===== src/rtl/fetch_unit.sv =====
// fetch_unit: program counter, instruction register and IDLE/RUN/HALT sequencing for the 16-bit CPU.
// Optional macro FETCH_PERF_EN adds a saturating fetch_count output.
`ifndef HALT
`define HALT 5'b11111
`endif

module fetch_unit #(
   parameter int                    ADDR_WIDTH  = 8,
   parameter int                    INSTR_WIDTH = 16,
   parameter logic [ADDR_WIDTH-1:0] RESET_PC    = '0,
   parameter logic [4:0]            HALT_OPCODE = `HALT
) (
   input  logic                   clock,
   input  logic                   reset,
   input  logic                   enable,
   input  logic                   start,
   output logic [ADDR_WIDTH-1:0]  i_addr,
   input  logic [INSTR_WIDTH-1:0] i_datain,
   input  logic                   stall,
   input  logic                   branch_taken,
   input  logic [ADDR_WIDTH-1:0]  branch_addr,
   output logic [INSTR_WIDTH-1:0] ir,
   output logic [ADDR_WIDTH-1:0]  ir_pc,
   output logic                   ir_valid,
   output logic                   running,
   output logic                   halted
`ifdef FETCH_PERF_EN
   ,
   output logic [15:0]            fetch_count
`endif
);

   typedef enum logic [1:0] {
      ST_IDLE = 2'd0,
      ST_RUN  = 2'd1,
      ST_HALT = 2'd2
   } state_t;

   localparam logic [ADDR_WIDTH-1:0] PC_ONE = {{(ADDR_WIDTH-1){1'b0}}, 1'b1};

   state_t                  state_r;
   logic [ADDR_WIDTH-1:0]   pc_r;
   logic                    halt_word_s;

   assign i_addr      = pc_r;
   assign halt_word_s = (i_datain[INSTR_WIDTH-1 -: 5] == HALT_OPCODE);

   // Sequencer: state, PC and the registered IR / status outputs.
   always_ff @(posedge clock or posedge reset) begin
      if (reset) begin
         state_r  <= ST_IDLE;
         pc_r     <= RESET_PC;
         ir       <= '0;
         ir_pc    <= '0;
         ir_valid <= 1'b0;
         running  <= 1'b0;
         halted   <= 1'b0;
      end else if (enable) begin
         case (state_r)
            ST_IDLE: begin
               pc_r     <= RESET_PC;
               ir_valid <= 1'b0;
               if (start) begin
                  state_r <= ST_RUN;
                  running <= 1'b1;
                  halted  <= 1'b0;
               end
            end
            ST_RUN: begin
               // Redirect beats stall; the word on i_datain is dropped, leaving one bubble.
               if (branch_taken) begin
                  pc_r     <= branch_addr;
                  ir       <= '0;
                  ir_valid <= 1'b0;
               end else if (stall) begin
                  pc_r     <= pc_r;
               end else if (halt_word_s) begin
                  ir       <= i_datain;
                  ir_pc    <= pc_r;
                  ir_valid <= 1'b1;
                  state_r  <= ST_HALT;
                  running  <= 1'b0;
                  halted   <= 1'b1;
               end else begin
                  ir       <= i_datain;
                  ir_pc    <= pc_r;
                  ir_valid <= 1'b1;
                  pc_r     <= pc_r + PC_ONE;
               end
            end
            ST_HALT: begin
               if (start) begin
                  state_r  <= ST_RUN;
                  pc_r     <= RESET_PC;
                  ir_valid <= 1'b0;
                  running  <= 1'b1;
                  halted   <= 1'b0;
               end
            end
            default: begin
               state_r  <= ST_IDLE;
               pc_r     <= RESET_PC;
               ir_valid <= 1'b0;
               running  <= 1'b0;
               halted   <= 1'b0;
            end
         endcase
      end
   end

`ifdef FETCH_PERF_EN
   logic [15:0] count_r;
   logic        fetch_fire_s;
   logic        count_clr_s;

   function automatic logic [15:0] sat_inc(input logic [15:0] v);
      return (v == 16'hFFFF) ? v : v + 16'd1;
   endfunction

   assign fetch_fire_s = enable && (state_r == ST_RUN) && !branch_taken && !stall;
   assign count_clr_s  = enable && start && (state_r != ST_RUN);
   assign fetch_count  = count_r;

   // Counts real fetches (including the HALT fetch); cleared on reset and on start.
   always_ff @(posedge clock or posedge reset) begin
      if (reset) begin
         count_r <= 16'h0000;
      end else if (count_clr_s) begin
         count_r <= 16'h0000;
      end else if (fetch_fire_s) begin
         count_r <= sat_inc(count_r);
      end else begin
         count_r <= count_r;
      end
   end
`endif

endmodule


===== config.mk =====
export PLATFORM = sky130hd
export DESIGN_NAME = fetch_unit
export DESIGN_NICKNAME = d
export VERILOG_FILES = /design/src/rtl/fetch_unit.sv
export SDC_FILE = /design/constraint.sdc
export NUM_CORES = 1
export LEC_CHECK = 0
export BUFFER_PORTS_ARGS = -buffer_cell sky130_fd_sc_hd__buf_2
export CAP_MARGIN = 20
export CORE_MARGIN = 8
export CORE_UTILIZATION = 45
export CTS_CLUSTER_SIZE = 16
export DETAILED_ROUTE_END_ITERATION = 16
export PLACE_DENSITY_LB_ADDON = 0.3
export SYNTH_ARGS = -nofsm -noshare
export SYNTH_HDL_FRONTEND = slang
export SYNTH_SLANG_ARGS = --single-unit

===== constraint.sdc =====
create_clock -name clock -period 2.8 [get_ports clock]
set_clock_uncertainty 0.2 [all_clocks]
set_input_delay 0.42 -clock clock [delete_from_list [all_inputs] [get_ports clock]]
set_output_delay 0.42 -clock clock [all_outputs]
set_load 0.03 [all_outputs]

==> reports/qor.tcl, run 1 <==
set qor(outcome) {finished, final reports clean}
set qor(timing.rr.start) {halted$_DFFE_PP0P_}
set qor(cts-root-to-sink-buffers) 2
set qor(finalSetupViolCount) 0
set qor(power.density_cell_area_nw_per_um2) 821
set qor(grt.total_usage_pct) 14.4
set qor(min_path_cells) 2
set qor(first_global_vias) 1536
set qor(cts_buffers) 5
set qor(intPower_uw) 1040
set qor(grt_antenna_before_repair) 0
set qor(crit_path_cell_trace) {nand2b_2 > nor2_4 > and3_1 > mux2_2}
set qor(dp.cells) 244
set qor(critPathCaptureType) {flop}
set qor(clock_latency_ps) 320
set qor(grt_pass1_wl_microns) 7130
set qor(yosysWarningCount) 0
set qor(initial_core_utilization_pct) 45.7
set qor(min_period_ps) 2190
set qor(syn-num-nets) 167
set qor(core_region_area_sq_um) 3580
set qor(synthArstFlopShare_pct) 100
set qor(drtPass1Iterations) 4
set qor(detailedPlacementHpwl_microns) 3130
set qor(final_hold_viol_count) 0
set qor(route.detailed.vias_per_inst) 5.58
set qor(unrepaired_setup_endpoints_after_global_routing) {no}
set qor(vdd_ir_drop_max_v) 0.000326
set qor(cpPeakStageDelay_ps) 620
set qor(die_area_sq_um) 5820
set qor(ys_seq_area_share_pct) 55.0
set qor(synth_area_sq_um) 1640
set qor(sequentialPowerShare_pct) 43.8
set qor(final-instance-count-excl-fill) 253
set qor(n_fill_cell) 320
set qor(postPlaceCellArea_sq_um) 1980
set qor(grt_start_max_net_pins) 37
set qor(synth-edff-count) 0
set qor(die_height_microns) 76.3
set qor(cts_repair_resize_count) 0
set qor(maxCapViolCount) 0
set qor(gp_routability_congestion) 0.828
set qor(required_ps) 2820
set qor(layout.nets) 235
set qor(leakage_power_uw) 0.00106
set qor(drcViolationCount) 0
set qor(die_x_extent_microns) 76.3
set qor(via_count) 1412
set qor(synth_top_cells_by_area) {dfrtp_1 55%, a22o_1 9.6%, mux2_2 6.2%}
set qor(proportion_of_power_drawn_by_combinational_gates_pct) 35.7
set qor(hold-path-endpoint) {ir[8]$_DFFE_PP0P_}
set qor(io_pins) 65
set qor(overflow) 0
set qor(rr_endpoint) {ir_pc[0]$_DFFE_PP0P_}
set qor(timing.setup.tns_ps) 0
set qor(timing.hold.worst.start) {i_datain[8]}
set qor(synth_flop_cell) {dfrtp_1}
set qor(reg2reg_slack_ps) 610
set qor(synth_seq_cells) 36
set qor(cts_root_buf) {clkbuf_4}
set qor(worstSetupPathType) {flop to flop}
set qor(cell_depth_of_the_worst_flop_to_flop_path) 4
set qor(timing.fmax_mhz) 457
set qor(holdCritPathClass) {input pin to flop}
set qor(timing.slew.headroom_pct) 55.4
set qor(synth_cells) 136
set qor(synth.largest_area_cell) {dfrtp_1}
set qor(layout-area-overhead-vs-synth_pct) 26.4
set qor(drtAntennaViolNets) 0
set qor(cts-htree-levels) 2
set qor(placement_rows) 22
set qor(arrival_ps) 2200
set qor(worst_slew_pin_slew_ps) 668
set qor(post_synth_num_cell_types) 37
set qor(sw_frac_of_total_pct) 39.0
set qor(post_synthesis_mean_instance_area_sq_um) 12.0
set qor(cts_tree) {yes}
set qor(power.share.clock_pct) 20.5
set qor(numClockSinks) 36
set qor(place.port_buffers) 64
set qor(clock_transition_at_the_register_clock_pins_on_the_worst_setup_and_hold_paths_after_cts_ps) 100
set qor(period_share_pct) 78.2
set qor(antenna-diode-count) 0
set qor(synthDominantCellAreaShare_pct) 55.0
set qor(drt_iter0_drc) 90
set qor(cp_slowest_cell) {and3_1}
set qor(report.final.slew_viol_count) 0
set qor(ratio_of_cells_with_drive_above_1_in_the_final_layout_pct) 44.4
set qor(finalInstanceArea_sq_um) 2070
set qor(wl_final_microns) 4100
set qor(drt-wirelength-per-cell_microns) 16.2
set qor(crit_path_max_fo) 17
set qor(total_switching_power_uw) 662
set qor(critical_path.startpoint_type) {flop}
## worst max-delay path by stage
stage	start	slack, ps	depth (start not counted)	to
after floorplan	halted$_DFFE_PP0P_	760	4	i_addr[1]$_DFFE_PP0P_
after detailed placement	branch_taken	590	4	ir_pc[5]$_DFFE_PP0P_
final	halted$_DFFE_PP0P_	610	4	ir_pc[0]$_DFFE_PP0P_
after CTS	halted$_DFFE_PP0P_	600	4	ir_pc[7]$_DFFE_PP0P_
after global routing	halted$_DFFE_PP0P_	480	4	ir_pc[7]$_DFFE_PP0P_
after global placement	branch_taken	670	4	ir_pc[0]$_DFFE_PP0P_
## cell type report
cell class | count | area [sq um] | share of cell area [%]
Timing Repair Buffer | 68 | 353 | 17.1
Inverter | 4 | 15.0 | 0.726
Tap cell | 48 | 60.1 | 2.90
Clock inverter | 2 | 35.0 | 1.69
Multi-Input combinational cell | 89 | 663 | 32.1
Clock buffer | 6 | 41.3 | 2.00
Sequential cell | 36 | 901 | 43.6
## power by group through the flow
stage          sequential [uW]  combinational (uW)  clock [uW]
5_1_grt                    761                 650         385
2_1_floorplan              967                 188           0
3_5_place_dp               753                 614           0
3_3_place_gp               746                 603           0
6_report                   744                 607         348
4_1_cts                    744                 616         364
## synthesized netlist by cell type, types with 2 or more instances
library cell and instances:
dfrtp_1 36, a31oi_1 5, buf_2 2, nand3_1 4
buf_6 2, nand4_1 2, or2_2 2, o211ai_1 3
inv_1 4, nor2_1 3, and3_1 4, a22o_1 18
o21ai_0 2, mux2_2 9, a221o_1 4, nand2_1 11
or3_1 2, o31ai_1 3, a21oi_1 2
## cell families (layout without fill, tap and decap cells)
kind of cell,Yosys count,in the layout,synth area share (%)
AOI/OAI and AO/OA,42,42,20.6
adders and majority gates,1,1,0.764
buffers and inverters,11,80,4.43
DFF,36,36,55.0
muxes,10,10,6.80
and+or+nand+nor,36,36,12.3
## worst max-delay path: cells and delay by family, from the launching register on
family / cells / cell delay, ps
and+or+nand+nor: 3 / 1030
muxes: 1 / 410
DFF: 1 / 450
## metrics by stage
| stage | setup slack (ps) | utilization [%] | hold WS, ps | total power (uW) |
|---|---|---|---|---|
| 2_1_floorplan | 760 | - | 359 | 1150 |
| 4_1_cts | 600 | 57.8 | 91.5 | 1720 |
| 3_5_place_dp | 593 | 55.4 | 277 | 1370 |
| 5_1_grt | 481 | 57.8 | 81.8 | 1800 |
| 3_3_place_gp | 670 | 55.4 | 280 | 1350 |
| 6_report | 612 | 57.8 | 114 | 1700 |
## layer usage
layer	vias to the layer above	track usage [%]	share of wire [%]
met5	-	0	0
met4	0	4.62	0.46
met3	2	5.31	7.7
met2	52	24.2	48
met1	705	16.7	43
li1	653	-	-
## cells in the final DEF, fill, tap and decap left out, drive strengths merged, types with 3 or more instances in the layout
cell type and instances:
dfrtp 36, inv 4, a31oi 5, nor2 4, a221o 4, o31ai 3, clkbuf 6, mux2 9
o211ai 3, and3 4, nand3 4, a22o 18, buf 67, nand2 11
## flip-flops by register name, summed over array words and instances, names as in the netlist
| name | cells |
|---|---|
| ir | 16 |
| state_r | 1 |
| halted | 1 |
| i_addr | 8 |
| running | 1 |
| ir_pc | 8 |
| ir_valid | 1 |
## repair_timing
item	CTS	global route
setup buffers	0	0
endpoints found under the hold margin	36	0
hold buffers	1	0
No activity file was read; power rests on OpenSTA's default activity.
==> run 2, diff against run 1 <==
ABC_AREA = 1   (was unset)
CORE_UTILIZATION = 44   (was 45)
clock period = 1.8 ns   (was 2.8 ns; I/O delays follow)
==> reports/qor.tcl, run 2 <==
set qor(layout-area-overhead-vs-synth_pct) 27.7
set qor(wl_final_microns) 4580 ;# +12%
set qor(drtPass1Iterations) 4 ;# unchanged
set qor(layout.nets) 321 ;# +37%
set qor(power.density_cell_area_nw_per_um2) 1760 ;# +110%
set qor(grt_pass1_wl_microns) 7550 ;# +5.9%
set qor(final_cell_mix) {66 x nand2_1, 64 x buf_2, 36 x dfrtp_1}
set qor(placement_rows) 23 ;# +4.5%
set qor(cell_depth_of_the_worst_flop_to_flop_path) 7 ;# +3
set qor(critical_path.most_common_cell) {nand2_2}
set qor(worst_path_dominant_cell_family) {simple AND/OR/NAND/NOR gates}
set qor(timing.setup.tns_ps) 0 ;# unchanged
set qor(gp_routability_congestion) 0.913 ;# +10%
set qor(finalSetupViolCount) 0 ;# unchanged
set qor(drt-wirelength-per-cell_microns) 13.4 ;# -17%
set qor(leakage_power_uw) 0.00126 ;# +18%
set qor(sw_frac_of_total_pct) 47.6 ;# +8.6 points
set qor(outcome) {finished, final reports clean}
set qor(cpPeakStageDelay_ps) 420 ;# -200 ps
set qor(synth.area.mux_share_pct) 0 ;# -6.8 points
set qor(ys_seq_area_share_pct) 50.0 ;# -5.0 points
set qor(ctsHoldBuffers) 2 ;# +1
set qor(crit_path_max_fo) 13 ;# -4
set qor(numClockSinks) 36 ;# unchanged
set qor(first_global_vias) 1636 ;# +6.5%
set qor(synthesized_area_fraction_occupied_by_adder_cells_pct) 0.695 ;# -0.070 points
set qor(sequentialPowerShare_pct) 34.5 ;# -9.3 points
set qor(multiInputGateArea_sq_um) 795 ;# +20%
set qor(synth_seq_cells) 36 ;# unchanged
set qor(holdCritPathClass) {input pin to flop}
set qor(clock_transition_at_the_register_clock_pins_on_the_worst_setup_and_hold_paths_after_cts_ps) 70 ;# -30 ps
set qor(core_region_area_sq_um) 3970 ;# +11%
set qor(final_hold_viol_count) 0 ;# unchanged
set qor(synth.top_cells.by_count) {66 x nand2_1, 36 x dfrtp_1, 27 x nand3_1}
set qor(synth_flop_cell) {dfrtp_1}
set qor(worstSetupPathType) {flop to flop}
set qor(preCtsSetupSlack_ps) 172 ;# -421 ps
set qor(place.port_buffers) 64 ;# unchanged
set qor(rr_endpoint) {ir_pc[2]$_DFFE_PP0P_}
set qor(min_period_ps) 1650 ;# -538 ps
set qor(worst-path-buf-inv) 1 ;# +1
set qor(unrepaired_setup_endpoints_after_global_routing) {no}
set qor(reg2reg_slack_ps) 150 ;# -460 ps
set qor(post_synth_xor_area_fraction_pct) 0.486 ;# +0.49 points
set qor(cts_repair_resize_count) 0 ;# unchanged
set qor(report.final.slew_viol_count) 0 ;# unchanged
set qor(layout.area.seq_sq_um) 901 ;# unchanged
set qor(die_height_microns) 80.0 ;# +4.8%
set qor(worst_slew_pin_slew_ps) 455 ;# -213 ps
set qor(synth_top_cells_by_area) {dfrtp_1 50%, nand2_1 14%, nand3_1 7.5%}
set qor(final-instance-count-excl-fill) 341 ;# +35%
set qor(ratio_of_cells_with_drive_above_1_in_the_final_layout_pct) 32.6 ;# -12 points
set qor(post_synthesis_mean_instance_area_sq_um) 8.22 ;# -32%
set qor(synthArstFlopShare_pct) 100 ;# unchanged
set qor(clock_latency_ps) 290 ;# -30 ps
set qor(cts-htree-levels) 2 ;# unchanged
set qor(critical_path.startpoint_type) {flop}
set qor(cts_root_buf) {clkbuf_8}
set qor(vdd_ir_drop_max_v) 0.000896 ;# +180%
set qor(cp_slowest_cell) {dfrtp_1}
set qor(io_pins) 65 ;# unchanged
set qor(yosysWarningCount) 0 ;# unchanged
set qor(syn-num-nets) 250 ;# +50%
set qor(layout.cells.most_common) {nand2_1}
set qor(detailedPlacementHpwl_microns) 3430 ;# +9.5%
set qor(via_count) 1686 ;# +19%
set qor(grt_antenna_before_repair) 0 ;# unchanged
set qor(largest_register_ffs) 16 ;# unchanged
set qor(maxCapViolCount) 0 ;# unchanged
set qor(timing.hold.worst.start) {i_datain[7]}
set qor(drcViolationCount) 0 ;# unchanged
set qor(arrival_ps) 1620 ;# -580 ps
set qor(total_power_uw) 4040 ;# +140%
set qor(timing.fmax_mhz) 606 ;# +33%
set qor(cts-root-to-sink-buffers) 2 ;# unchanged
set qor(reg_with_most_ffs) {ir}
set qor(synth_most_common_cell) {nand2_1}
set qor(timing.rr.start) {halted$_DFFE_PP0P_}
set qor(synthDominantCellAreaShare_pct) 50.0 ;# -5.0 points
set qor(drtAntennaViolNets) 0 ;# unchanged
set qor(synth-edff-count) 0 ;# unchanged
set qor(grt.total_usage_pct) 14.7 ;# +0.23 points
set qor(min_path_cells) 3 ;# +1
set qor(synth_compound_gate_area_share_pct) 10.8 ;# -9.8 points
set qor(route.detailed.vias_per_inst) 4.94 ;# -11%
set qor(synth.largest_area_cell) {dfrtp_1}
set qor(synth_cells) 219 ;# +61%
set qor(required_ps) 1770 ;# -1050 ps
set qor(post_synth_num_cell_types) 22 ;# -41%
set qor(synth_simple_gate_area_share_pct) 32.1 ;# +20 points
set qor(timing.slew.headroom_pct) 69.7 ;# +14 points
set qor(initial_core_utilization_pct) 45.3 ;# -0.40 points
set qor(die_area_sq_um) 6400 ;# +9.8%
set qor(cts_tree) {yes}
set qor(drt_iter0_drc) 67 ;# -26%
set qor(dp.cells) 331 ;# +36%
set qor(intPower_uw) 2120 ;# +100%
set qor(n_fill_cell) 378 ;# +18%
set qor(overflow) 0 ;# unchanged
set qor(power.share.clock_pct) 17.4 ;# -3.1 points
set qor(antenna-diode-count) 0 ;# unchanged
set qor(proportion_of_power_drawn_by_combinational_gates_pct) 48.1 ;# +12 points
set qor(total_switching_power_uw) 1920 ;# +190%
set qor(hold-path-endpoint) {ir[7]$_DFFE_PP0P_}
set qor(die_x_extent_microns) 80.0 ;# +4.8%
set qor(final.setup.worst_slack_ps) 150 ;# -462 ps
set qor(number_of_buffers_added_for_setup_after_cts) 0 ;# unchanged
set qor(critPathCaptureType) {flop}
set qor(crit_path_cell_trace) {inv_1 > nand2_2 > nor2_4 > nor2_8 > nand2_2 > nand2_1 > o21ai_2}
set qor(cts_buffers) 5 ;# unchanged
set qor(synth_top_family_by_area) {simple AND/OR/NAND/NOR gates}
set qor(synth_area_sq_um) 1800 ;# +10%
set qor(grt_start_max_net_pins) 37 ;# unchanged
set qor(period_share_pct) 91.7 ;# +14 points
run 2: changes by cell type after synthesis, moves of 5 or more:
cell / delta
a31oi_1: -5
nand2_1: +55
nand3_1: +23
nor2_1: +16
inv_1: +8
a22o_1: -18
mux2_2: -9
nand2_2: +5
o21ai_0: +21
run 2: final cells by class:
class | count | share of cell area, %
repair buffers | 71 | 16.4
clock buffers | 5 | 2.99
flip-flops and latches | 36 | 39.2
inverters | 14 | 2.29
clock inverters | 3 | 1.85
multi-input cells | 162 | 34.5
well taps | 50 | 2.72
run 2: how the worst max path moves through the flow:
stage                     depth (start not counted)                     to                  start
after floorplan                                   9  i_addr[5]$_DFFE_PP0P_     halted$_DFFE_PP0P_
after CTS                                         7   ir_pc[2]$_DFFE_PP0P_     halted$_DFFE_PP0P_
final                                             7   ir_pc[2]$_DFFE_PP0P_     halted$_DFFE_PP0P_
after global routing                              7   ir_pc[0]$_DFFE_PP0P_     halted$_DFFE_PP0P_
after global placement                            6  i_addr[6]$_DFFE_PP0P_  i_addr[1]$_DFFE_PP0P_
after detailed placement                          7   ir_pc[2]$_DFFE_PP0P_     halted$_DFFE_PP0P_
run 2: tightest hold or removal path, delay by kind of cell:
kind                   cells  cell delay [ps]
AND/OR/NAND/NOR            2              110
buffers and inverters      1               70
run 2: routing by layer:
metal / GRT usage (%) / up-vias / share of wire, %
met2: 24.0 / 50 / 47
met4: 5.27 / 0 / 1.1
met1: 17.8 / 776 / 45
li1: - / 855 / -
met5: 0 / - / 0
met3: 4.17 / 5 / 6.5
run 2: cells by family (layout without fill, tap and decap cells):
group / after synthesis / in the layout
AO/OA/AOI/OAI: 35 / 35
XOR/XNOR: 1 / 1
adder cells (fa/ha/maj): 1 / 1
buffers and inverters: 21 / 93
flip-flops: 36 / 36
AND/OR/NAND/NOR: 125 / 125
run 2: power groups by stage:
stage / Sequential (uW) / Combinational, uW / Clock [uW]
6_report: 1390 / 1940 / 701
5_1_grt: 1440 / 2120 / 756
4_1_cts: 1390 / 1970 / 722
3_5_place_dp: 1410 / 1960 / 0
3_3_place_gp: 1400 / 1940 / 0
2_1_floorplan: 2070 / 725 / 0
run 2: stage by stage:
stage               area, sq um  hold slack (ps)  utilization (%)
finish                     2300             7.56             57.9
CTS                        2300             2.07             57.9
global placement           2170              197             54.6
detailed placement         2170              203             54.6
global route               2300             7.66             57.9
floorplan                  1800              211                -
